[src/rtl/id_ex_pipe_reg.sv]
// ID/EX pipeline register: valid/ready handshake, one-entry skid buffer, synchronous flush.
// Optional macro ID_EX_PERF_CNT_EN adds saturating stallCnt/bubbleCnt outputs.
module id_ex_pipe_reg #(
    parameter int DATA_W = 32,
    parameter int ADDR_W = 5,
    parameter int OP_W   = 4
) (
    input  logic              clk,
    input  logic              rstn,
    input  logic              flush,
    input  logic              id_valid,
    output logic              id_ready,
    input  logic [DATA_W-1:0] id_num1,
    input  logic [DATA_W-1:0] id_num2,
    input  logic              id_regWriteEn,
    input  logic [ADDR_W-1:0] id_regWriteAddr,
    input  logic [OP_W-1:0]   id_aluOp,
    input  logic [DATA_W-1:0] id_linkAddr,
    output logic              ex_valid,
    input  logic              ex_ready,
    output logic [DATA_W-1:0] ex_num1,
    output logic [DATA_W-1:0] ex_num2,
    output logic              ex_regWriteEn,
    output logic [ADDR_W-1:0] ex_regWriteAddr,
    output logic [OP_W-1:0]   ex_aluOp,
    output logic [DATA_W-1:0] ex_linkAddr
`ifdef ID_EX_PERF_CNT_EN
    ,
    output logic [31:0]       stallCnt,
    output logic [31:0]       bubbleCnt
`endif
);

    localparam int PAY_W = 3 * DATA_W + ADDR_W + OP_W;

    typedef enum logic [1:0] {
        ST_EMPTY = 2'd0,
        ST_FULL  = 2'd1,
        ST_SKID  = 2'd2
    } state_t;

    state_t             r_state;
    state_t             w_state_nxt;
    logic               r_ex_valid;
    logic               r_id_ready;
    logic [PAY_W-1:0]   r_main_pay;
    logic               r_main_we;
    logic [PAY_W-1:0]   r_skid_pay;
    logic               r_skid_we;
    logic [PAY_W-1:0]   w_id_pay;
    logic               w_ld_main_id;
    logic               w_ld_main_skid;
    logic               w_ld_skid;
    logic               w_clr_main;

    assign w_id_pay = {id_num1, id_num2, id_linkAddr, id_regWriteAddr, id_aluOp};

    // Next-state and load-enable decode; flush overrides every transfer.
    always_comb begin
        w_state_nxt    = r_state;
        w_ld_main_id   = 1'b0;
        w_ld_main_skid = 1'b0;
        w_ld_skid      = 1'b0;
        w_clr_main     = 1'b0;
        if (flush) begin
            w_state_nxt = ST_EMPTY;
            w_clr_main  = 1'b1;
        end else begin
            case (r_state)
                ST_EMPTY: begin
                    if (id_valid) begin
                        w_ld_main_id = 1'b1;
                        w_state_nxt  = ST_FULL;
                    end else begin
                        w_state_nxt  = ST_EMPTY;
                    end
                end
                ST_FULL: begin
                    if (ex_ready) begin
                        if (id_valid) begin
                            w_ld_main_id = 1'b1;
                            w_state_nxt  = ST_FULL;
                        end else begin
                            w_clr_main   = 1'b1;
                            w_state_nxt  = ST_EMPTY;
                        end
                    end else begin
                        if (id_valid) begin
                            w_ld_skid   = 1'b1;
                            w_state_nxt = ST_SKID;
                        end else begin
                            w_state_nxt = ST_FULL;
                        end
                    end
                end
                ST_SKID: begin
                    if (ex_ready) begin
                        w_ld_main_skid = 1'b1;
                        w_state_nxt    = ST_FULL;
                    end else begin
                        w_state_nxt    = ST_SKID;
                    end
                end
                default: begin
                    w_clr_main  = 1'b1;
                    w_state_nxt = ST_EMPTY;
                end
            endcase
        end
    end

    // State plus the valid/ready flags, registered so id_ready never sees ex_ready combinationally.
    always_ff @(posedge clk or negedge rstn) begin
        if (!rstn) begin
            r_state    <= ST_EMPTY;
            r_ex_valid <= 1'b0;
            r_id_ready <= 1'b1;
        end else begin
            r_state    <= w_state_nxt;
            r_ex_valid <= (w_state_nxt != ST_EMPTY);
            r_id_ready <= (w_state_nxt != ST_SKID);
        end
    end

    // Main register; payload holds its last value when the entry is retired or flushed.
    always_ff @(posedge clk or negedge rstn) begin
        if (!rstn) begin
            r_main_pay <= {PAY_W{1'b0}};
            r_main_we  <= 1'b0;
        end else if (w_ld_main_id) begin
            r_main_pay <= w_id_pay;
            r_main_we  <= id_regWriteEn;
        end else if (w_ld_main_skid) begin
            r_main_pay <= r_skid_pay;
            r_main_we  <= r_skid_we;
        end else if (w_clr_main) begin
            r_main_we  <= 1'b0;
        end else begin
            r_main_we  <= r_main_we;
        end
    end

    // Skid register; its validity is tracked by the SKID state.
    always_ff @(posedge clk or negedge rstn) begin
        if (!rstn) begin
            r_skid_pay <= {PAY_W{1'b0}};
            r_skid_we  <= 1'b0;
        end else if (w_ld_skid) begin
            r_skid_pay <= w_id_pay;
            r_skid_we  <= id_regWriteEn;
        end else begin
            r_skid_we  <= r_skid_we;
        end
    end

    assign id_ready      = r_id_ready;
    assign ex_valid      = r_ex_valid;
    assign ex_regWriteEn = r_main_we;
    assign {ex_num1, ex_num2, ex_linkAddr, ex_regWriteAddr, ex_aluOp} = r_main_pay;

`ifdef ID_EX_PERF_CNT_EN
    logic [31:0] r_stall_cnt;
    logic [31:0] r_bubble_cnt;

    // Saturating performance counters, cleared only by rstn.
    always_ff @(posedge clk or negedge rstn) begin
        if (!rstn) begin
            r_stall_cnt  <= 32'd0;
            r_bubble_cnt <= 32'd0;
        end else begin
            if (r_ex_valid && !ex_ready && (r_stall_cnt != 32'hFFFF_FFFF)) begin
                r_stall_cnt <= r_stall_cnt + 32'd1;
            end
            if (!r_ex_valid && (r_bubble_cnt != 32'hFFFF_FFFF)) begin
                r_bubble_cnt <= r_bubble_cnt + 32'd1;
            end
        end
    end

    assign stallCnt  = r_stall_cnt;
    assign bubbleCnt = r_bubble_cnt;
`endif

endmodule

[config.mk]
export PLATFORM = sky130hd
export DESIGN_NAME = id_ex_pipe_reg
export DESIGN_NICKNAME = d
export VERILOG_FILES = /design/src/rtl/id_ex_pipe_reg.sv
export SDC_FILE = /design/constraint.sdc
export NUM_CORES = 1
export LEC_CHECK = 0
export CAP_MARGIN = 20
export CORE_MARGIN = 10
export CORE_UTILIZATION = 53
export DETAILED_ROUTE_END_ITERATION = 8
export GPL_TIMING_DRIVEN = 0
export HOLD_SLACK_MARGIN = 0.03
export MAX_ROUTING_LAYER = met4
export PLACE_DENSITY = 0.85
export SLEW_MARGIN = 0
export SYNTH_ARGS = -nofsm -noshare
export SYNTH_HDL_FRONTEND = slang
export SYNTH_SLANG_ARGS = --single-unit
export TNS_END_PERCENT = 1
[constraint.sdc]
create_clock -name clk -period 2.8 [get_ports clk]
set_clock_uncertainty 0.15 [all_clocks]
set_input_delay 0.7 -clock clk [delete_from_list [all_inputs] [get_ports clk]]
set_output_delay 0.7 -clock clk [all_outputs]
set_load 0.005 [all_outputs]
* After elaboration in Yosys (flattened, before gate mapping)
Index checks and enable logic that the tools add are counted.
** Word-level totals
- Bits in registers :: 216
- Logic and storage cells :: 40
- Memories kept :: 0
- Output and inout port bits :: 108
- Latch bits :: 0
- ROM bits :: 0
- Bits in writable memories :: 0
** Operators by class
- Eq/ne operators :: 3
- Multiplexer cells :: 25
- $mul :: 0
- Div/mod/pow operators :: 0
- Reductions and logical operators :: 5
- Bitwise logic cells :: 0
- Shift-type cells :: 0
- Add/sub/neg operators :: 0
- Order comparisons :: 0
** Operator list (number)
- 105-bit 2-to-1 mux :: 2
- 1-bit 2-to-1 mux :: 16
- 2-bit 2-to-1 mux :: 4
- 2-bit one-hot mux with 3 select lines :: 1
- 1-bit one-hot mux with 2 select lines :: 2
- 2-bit nonzero test :: 2
- 3-bit nonzero test :: 1
- 2-bit by 1-bit == test with 1-bit output, second input constant :: 1
- 2-bit == test, second input constant :: 1
- 2-bit logical NOT :: 1
- 2-bit inequality test, second input constant :: 1
- 2-bit OR reduction :: 1

* Depth between registers and ports, before layout
Gate-level depths: netlist of run 1.
- Word-level depth :: 7
- Mapped depth :: 7
- Mapped depth without buffers :: 5

* Least setup slack after synthesis of run 1
No wires, ideal clock.
- Path kind :: input-to-reg
- From :: input port id_valid
- To :: register r_main_pay[26]
- Setup time :: 0.126 ns
- Stages on the path :: 7
- Slack :: 0.538 ns
- Arrival :: 1.986 ns
- Buffers on the path :: 3
- Path through :: ha_1 -> mux2_4 -> and2_4 -> buf_6 -> buf_6 -> buf_6 -> a221o_1
** Between the ends
- Word-level cells in the longest chain between the ends :: 5
- Elaborated cells between the ends (all ways) :: 6
- Classes of those cells :: mux (5); reduce/logical (1)
** RTL lines
- start, declared :: RTL line 11 : input logic id_valid,
- 1-bit 2-to-1 mux (*) :: RTL line 71, 80
- 1-bit 2-to-1 mux :: RTL line 79 : if (ex_ready) begin
- 1-bit one-hot mux with 2 select lines (*) :: RTL line 69 : case (r_state)
- 1-bit 2-to-1 mux (*) :: RTL line 65 : if (flush) begin
- 105-bit 2-to-1 mux / 2-bit nonzero test (equally long branches)
- end signal, assigned :: RTL line 128 : r_main_pay <= {PAY_W{1'b0}};
- end signal, assigned :: RTL line 131 : r_main_pay <= w_id_pay;
- end signal, assigned :: RTL line 134 : r_main_pay <= r_skid_pay;
- end, declared :: RTL line 46 : logic [PAY_W-1:0] r_main_pay;
Every way passes the cells marked *; elsewhere a longest branch is shown, timed or not.
A chain may end at the register's enable or synchronous reset.

* Final worst setup path of run 1
- From :: input port flush
- To :: register r_main_pay[31]
** Between the ends
- Word-level cells in the longest chain between the ends :: 2
- Elaborated cells between the ends (all ways) :: 4
- Classes of those cells :: mux (3); reduce/logical (1)
** RTL lines
- start, declared :: RTL line 10 : input logic flush,
- 1-bit 2-to-1 mux :: RTL line 65
- 105-bit 2-to-1 mux / 2-bit nonzero test (equally long branches)
Several ways; a longest one is shown, not always the timed one.

==> key figures, run 1 <==
Run status
  • Status: finished clean

Worst hold path
  • Hold Crit Class: primary input to async pin

Detailed routing
  • Wire length per cell: around 22 um
  • DR vias: 6159
  • Detailed Routing Iterations Pass 1: 4
  • Routed wire length: roughly 23 mm
  • Initial drt markers: about 350
  • Number of nets still failing antenna checks after routing: 0
  • Vias per cell: 5.708
  • Residual DRC: 0

Synthesis
  • Post-Synthesis Cells: 604
  • Synth area leaders: dfrtp_1 61%, mux2_2 14%, a221o_1 12%, and2_1 7.5%, buf_2 1.0%
  • Synth area leader: dfrtp_1
  • Main synth FF type: dfrtp_1
  • Syn_area_per_cell: 14.54 sq um
  • Post-synth cell types: 26
  • Area share of the largest cell type after synthesis: 0.6128
  • Post-synth EDFFs: 0
  • Synth Warn #: 0
  • Syn Nets: a little over 700
  • Register area share after synthesis: 0.6158
  • Ys async rst share: 1.000
  • Synth Register Bits: 216
  • Synth Cell Area: 8780 sq um

Global routing
  • Largest net degree at the start of global routing: 134
  • First-pass GRT wire length: ~37 mm
  • Met1 Use GR: 0.2589
  • GRT busiest layer: met2
  • Number of global-route vias before repair: roughly 7000
  • M3 GR Usage: 0.07160
  • Initial antenna violation count: 0
  • Global route total overflow: 0
  • Total GRT Usage: 0.2135
  • M2 GR Usage: 0.3436

Layout
  • Area grow syn2layout: 36.88%
  • Fin util: 0.7484
  • Number of diodes: 0
  • Filler instances: between 900 and 1000
  • Post-route cell area: between 10000 and 15000 sq um
  • NumNets Final: 961
  • Non-Filler Instances: 1079
  • Share of layout cells above drive strength 1: 0.2039

Placed design
  • Routability Congestion: roughly 0.83
  • Dpl cell area: 11260 sq um
  • Pre-CTS setup slack: -0.3360 ns
  • Buffers on Ports: ~220
  • Placed insts: between 1000 and 1500
  • Post-DP HPWL: approximately 17 mm

Clock network
  • Max Root-Sink Buffers: 3
  • CTS Hold Bufs: 0
  • H-tree levels: 1
  • Root Driver: clkbuf_16
  • Clock transition at path regs: 0.06 ns
  • Post-CTS Setup Inserts: 0
  • Cts bufs inserted: 22
  • Post-CTS sizing: 0
  • CTS tree: done
  • Skew-Pair Late Insertion Delay: ~0.49 ns
  • Clock Sinks: 216

Timing
  • Fmax: ~380 MHz
  • Max Transition Viols Final: 0
  • Tcrit/Tclk final: 0.9334
  • Fin worst setup slack: roughly 0.19 ns
  • Unrepaired setup endpoints after global routing: no
  • Actual slew at the worst max-slew pin: 0.9609 ns
  • Final min period: around 2.6 ns
  • Fin Setup TNS: 0 ns
  • Fin. Hold Viols: 0
  • Final hold slack: ~0.19 ns
  • Worst rel slew slack: 0.3594
  • # setup viols final: 0

Worst setup path
  • Critical Path RT: between 3 and 4 ns
  • Crit start category: primary input
  • RR Endpoint: r_main_pay[31]
  • Crit path launch: flush
  • Crit path DAT: between 2 and 3 ns
  • Reg-to-reg slack, setup: around 0.47 ns
  • Cell count of the worst reg-to-reg path: 7
  • Origin of the critical flop-to-flop path: r_state[0]
  • Crit. End Element: flip-flop
  • CP max FO: 10
  • Crit path kind: primary input to flip-flop

Power
  • Leak Pwr: ~5.2 nW
  • P per Cell Area: between 700 and 800 nW/um^2
  • Worst VDD drop: approximately 540 uV
  • Final Power: 9.111 mW

Die
  • Die H: approximately 150 um
  • IO Count: 219
  • Core area: 16060 sq um
  • Initial Util: 0.5468
  • Die ar.: roughly 22000 sq um
  • Die W: approximately 150 um
  • Row count: 46

Flow run
  • Max_cap viols: 0
cell usage in the layout (no fill, tap or decap), drive strengths merged:
cell / Yosys / routed
clkdlybuf4s50: 0 / 217
dfrtp: 215 / 215
mux2: 107 / 107
and2: 106 / 106
a221o: 105 / 105
clkbuf: 17 / 54
buf: 31 / 33
inv: 3 / 3
ha: 3 / 3
nand3b: 2 / 2
nor2: 2 / 2
o21ai: 2 / 2
bufinv: 0 / 2
a21oi: 2 / 2
or3b: 1 / 1
mux2i: 1 / 1
o21a: 1 / 1
a31oi: 1 / 1
and4bb: 1 / 1
and3: 1 / 1
a32o: 1 / 1
a41o: 1 / 1
clkinv: 0 / 1
dfstp: 1 / 1
synthesized netlist by cell type (2+ instances only):
library cell and count:
inv_1 3, ha_1 3, a221o_1 105, buf_4 5
nand3b_1 2, dfrtp_1 215, mux2_2 106, buf_6 8
buf_2 18, o21ai_0 2, nor2_1 2, clkbuf_1 17
and2_1 105
cell families (layout without fill, tap and decap cells):
group | Yosys count | after routing | share of synthesized area
AOI/OAI and AO/OA | 113 | 113 | 0.1263
adders and majority gates | 3 | 3 | 0.004276
buffers and inverters | 51 | 310 | 0.03335
DFF | 216 | 216 | 0.6158
muxes | 108 | 108 | 0.1388
and+or+nand+nor | 113 | 113 | 0.08152
area by class of cell:
cell class	count	area, sq um	share of cell area
tap	216	270.3	0.02249
timing repair buffer	219	2215	0.1843
sequential	216	5406	0.4499
inverter	3	11.26	0.0009370
clock inverter	3	65.06	0.005414
buffer	48	281.5	0.02343
clock buffer	37	688.2	0.05726
multi-input combinational	337	3080	0.2563
metal layers:
| metal | vias up | wire (um) |
|---|---|---|
| li1 | 2749 | - |
| met1 | 3150 | 9600 |
| met2 | 228 | 11190 |
| met3 | 32 | 2247 |
| met4 | 0 | 362 |
| met5 | - | 0 |
sequential cells by signal, summed over array words and instances (netlist names):
name	cells
ex_regWriteEn	1
r_state	2
r_skid_pay	105
r_main_pay	105
r_skid_we	1
ex_valid	1
id_ready	1
worst max path at each step:
stage / end / cells after the start / slack, ns
floorplan: r_main_pay[26] / 7 / 0.54
global placement: r_main_pay[9] / 1 / -7.44
detailed placement: r_main_pay[31] / 7 / -0.34
CTS: r_main_pay[31] / 7 / 0.16
global route: r_main_pay[31] / 7 / 0.04
finish: r_main_pay[31] / 7 / 0.19
power by group:
| group | internal (mW) | switching, mW | leakage (nW) | total, mW |
|---|---|---|---|---|
| clock | 1.85 | 1.15 | 0.368 | 3.01 |
| sequential | 3.86 | 0.406 | 2.67 | 4.27 |
| combinational | 1.23 | 0.610 | 2.21 | 1.84 |
| total | 6.94 | 2.17 | 5.24 | 9.11 |
worst max-delay path: stages:
cell and delay [ns]:
clkdlybuf4s50_1 0.51, and4bb_1 0.30, buf_2 0.24, clkbuf_1 0.45, clkbuf_1 0.37, and2_1 0.20
a221o_1 0.12
Note: power is estimated with default switching activity, not from simulation.
==> run 2: changes to the inputs <==
CORE_UTILIZATION = 50   (was 53)
PLACE_DENSITY = 0.81   (was 0.85)
==> run 2 against run 1 <==
Compared with the run above:
- critical path depth did not move
- final cell count rose by 0.74%
- critical path type unchanged
- critical endpoint is now r_main_pay[37]
- highest routed layer unchanged
- sequential power barely moved
- first-iteration DRC count fell by 6.5%
- largest cell class unchanged
- die area rose by 5.2%
- non-clock buffer count did not move
==> key figures, run 2 (synthesis gave the netlist of run 1 again) <==
Layout
  • Non-Filler Instances: 1087 (+0.74%)
  • Top Registers: r_main_pay x105, r_skid_pay x105, r_state x2
  • Filler instances: 1149 (+18%)
  • Share of layout cells above drive strength 1: 0.2067 (+0.002797)
  • Post-route cell area: 12030 sq um (+0.10%)
  • NumNets Final: 961 (unchanged)
  • Most frequent cells in the layout: 217 x clkdlybuf4s50_1, 215 x dfrtp_1, 106 x mux2_2
  • Area grow syn2layout: 37.02%
  • Most common cell after layout, fill and taps aside: clkdlybuf4s50_1

Worst setup path
  • Crit path DAT: 2.90 ns (about the same)
  • Crit path kind: primary input to flip-flop
  • Critical Path RT: 3.07 ns (about the same)
  • CP max FO: 10 (unchanged)
  • Crit start category: primary input
  • Crit path launch: ex_ready
  • Crit. End Element: flip-flop
  • Origin of the critical flop-to-flop path: r_state[1]

Clock network
  • Post-CTS Setup Inserts: 0 (unchanged)
  • Post-CTS sizing: 0 (unchanged)
  • CTS tree: done
  • Root Driver: clkbuf_16
  • CTS Hold Bufs: 0 (unchanged)
  • Clock transition at path regs: 0.06 ns (about the same)
  • Cts bufs inserted: 22 (unchanged)
  • Clock Sinks: 216 (unchanged)
  • H-tree levels: 1 (unchanged)
  • Max Root-Sink Buffers: 3 (unchanged)
  • Skew-Pair Late Insertion Delay: 0.49 ns (about the same)

Global routing
  • Total GRT Usage: 0.1989 (-0.01461)
  • Global route total overflow: 0 (unchanged)
  • Number of global-route vias before repair: 6917 (+1.6%)
  • Initial antenna violation count: 1 (+1)
  • First-pass GRT wire length: 37.49 mm (+0.33%)
  • Largest net degree at the start of global routing: 111 (-17%)

Detailed routing
  • M1 WL: 9.773 mm (+1.8%)
  • Vias per cell: 5.693 (-0.27%)
  • DR vias: 6188 (+0.47%)
  • Initial drt markers: 330 (-6.5%)
  • Met3 WL: 1.931 mm (-14%)
  • Detailed Routing Iterations Pass 1: 5 (+1)
  • Top sig layer: met4
  • Wire length per cell: 21.43 um (-1.2%)
  • Routed wire length: 23.29 mm (-0.45%)
  • Number of nets still failing antenna checks after routing: 0 (unchanged)
  • Residual DRC: 0 (unchanged)
  • Met2 Wirelength: 11.16 mm (-0.23%)

Die
  • Core area: 17240 sq um (+7.3%)
  • Initial Util: 0.5094 (-0.03739)
  • Die W: 152.5 um (+2.6%)
  • Die H: 152.5 um (+2.6%)
  • Die ar.: 23260 sq um (+5.2%)
  • Row count: 48 (+4.3%)
  • IO Count: 219 (unchanged)

Power
  • Gate power share: 0.200 (about the same)
  • Seq pwr share: 0.468 (about the same)
  • P per Cell Area: 758.5 nW/um^2 (about the same)
  • Cell internal pwr: 6.942 mW (about the same)
  • Worst VDD drop: 550.0 uV (+2.7%)
  • Clk pwr share: 0.332 (+0.002)
  • Leak Pwr: 5.238 nW (about the same)
  • Switching power: 2.183 mW (+0.57%)
  • Switch share: 0.2392 (+0.0009896)

Timing
  • Fmax: 380.1 MHz (-0.66%)
  • Worst rel slew slack: 0.4728 (+0.1134)
  • Fin worst setup slack: 0.1691 ns (-0.01728 ns)
  • Unrepaired setup endpoints after global routing: no
  • # setup viols final: 0 (unchanged)
  • Fin. Hold Viols: 0 (unchanged)
  • Max Transition Viols Final: 0 (unchanged)
  • Final min period: 2.631 ns (+0.01728 ns)
  • Tcrit/Tclk final: 0.9396 (+0.006173)
  • Actual slew at the worst max-slew pin: 0.7908 ns (-0.1701 ns)

Placed design
  • Pre-CTS setup slack: -0.3745 ns (-0.03848 ns)
  • Dpl cell area: 11280 sq um (about the same)
  • Post-DP HPWL: 16.57 mm (-0.68%)
  • Buffers on Ports: 218 (unchanged)
  • Routability Congestion: 0.8244 (-1.1%)
  • Placed insts: 1048 (+0.87%)

Flow run
  • Max_cap viols: 0 (unchanged)

Run status
  • Status: finished clean

Worst hold path
  • Hold Crit Class: primary input to async pin
## run 2: changes by cell type in the layout (fill, tap and decap cells not counted)
cell,before,now
clkinvlp_4,0,2
clkbuf_8,6,3
clkbuf_1,25,21
bufinv_16,2,3
clkinv_2,1,3
diode_2,0,1
## run 2: path summary, 6_finish.rpt
kind | end | slack, ns | cells past startpoint
max in group asynchronous | id_ready | 1.40 | 2
min in group clk | r_skid_pay[41] | 0.35 | 1
worst min register to register | r_skid_pay[41] | 0.35 | 1
worst max-delay path | r_main_pay[37] | 0.17 | 7
worst min-delay path | r_main_pay[59] | 0.09 | 1
worst max register to register | r_skid_pay[80] | 0.48 | 6
## run 2: worst max-delay path, cell delays in order
cell and delay, ns:
clkdlybuf4s50_1 0.51, ha_1 0.23, mux2_4 0.28, a21oi_2 0.41, buf_2 0.33, buf_2 0.27, a221o_1 0.18
## run 2: cell type report
| class | instances | area, sq um | area share |
|---|---|---|---|
| diodes | 1 | 2.502 | 0.0002080 |
| repair buffers | 219 | 2215 | 0.1841 |
| flip-flops and latches | 216 | 5406 | 0.4494 |
| clock buffers | 30 | 631.9 | 0.05252 |
| clock inverters | 8 | 120.1 | 0.009984 |
| multi-input cells | 337 | 3080 | 0.2561 |
| inverters | 3 | 11.26 | 0.0009360 |
| well taps | 225 | 281.5 | 0.02340 |
| plain buffers | 48 | 281.5 | 0.02340 |
## run 2: layer usage
layer  vias up  track usage
met2       239       0.3134
met4         0      0.05041
met1      3162       0.2419
met3        34      0.06746
met5         -            -
li1       2753            -
## run 2: metrics by stage
step	power [mW]	setup TNS (ns)	hold WS, ns	utilization
5_1_grt	9.549	0	0.1623	0.6980
3_3_place_gp	6.030	-1641.10	0.3299	0.6523
4_1_cts	9.217	0	0.1382	0.6978
2_1_floorplan	5.002	0	0.2544	-
6_report	9.125	0	0.09037	0.6980
3_5_place_dp	6.148	-39.73	0.3371	0.6542
## run 2: power groups by stage
stage / combinational, mW / clock (mW) / sequential [mW]
floorplan: 0.788 / 0 / 4.21
global placement: 1.77 / 0 / 4.26
detailed placement: 1.85 / 0 / 4.30
CTS: 1.86 / 3.09 / 4.26
global route: 1.97 / 3.22 / 4.35
finish: 1.82 / 3.03 / 4.27
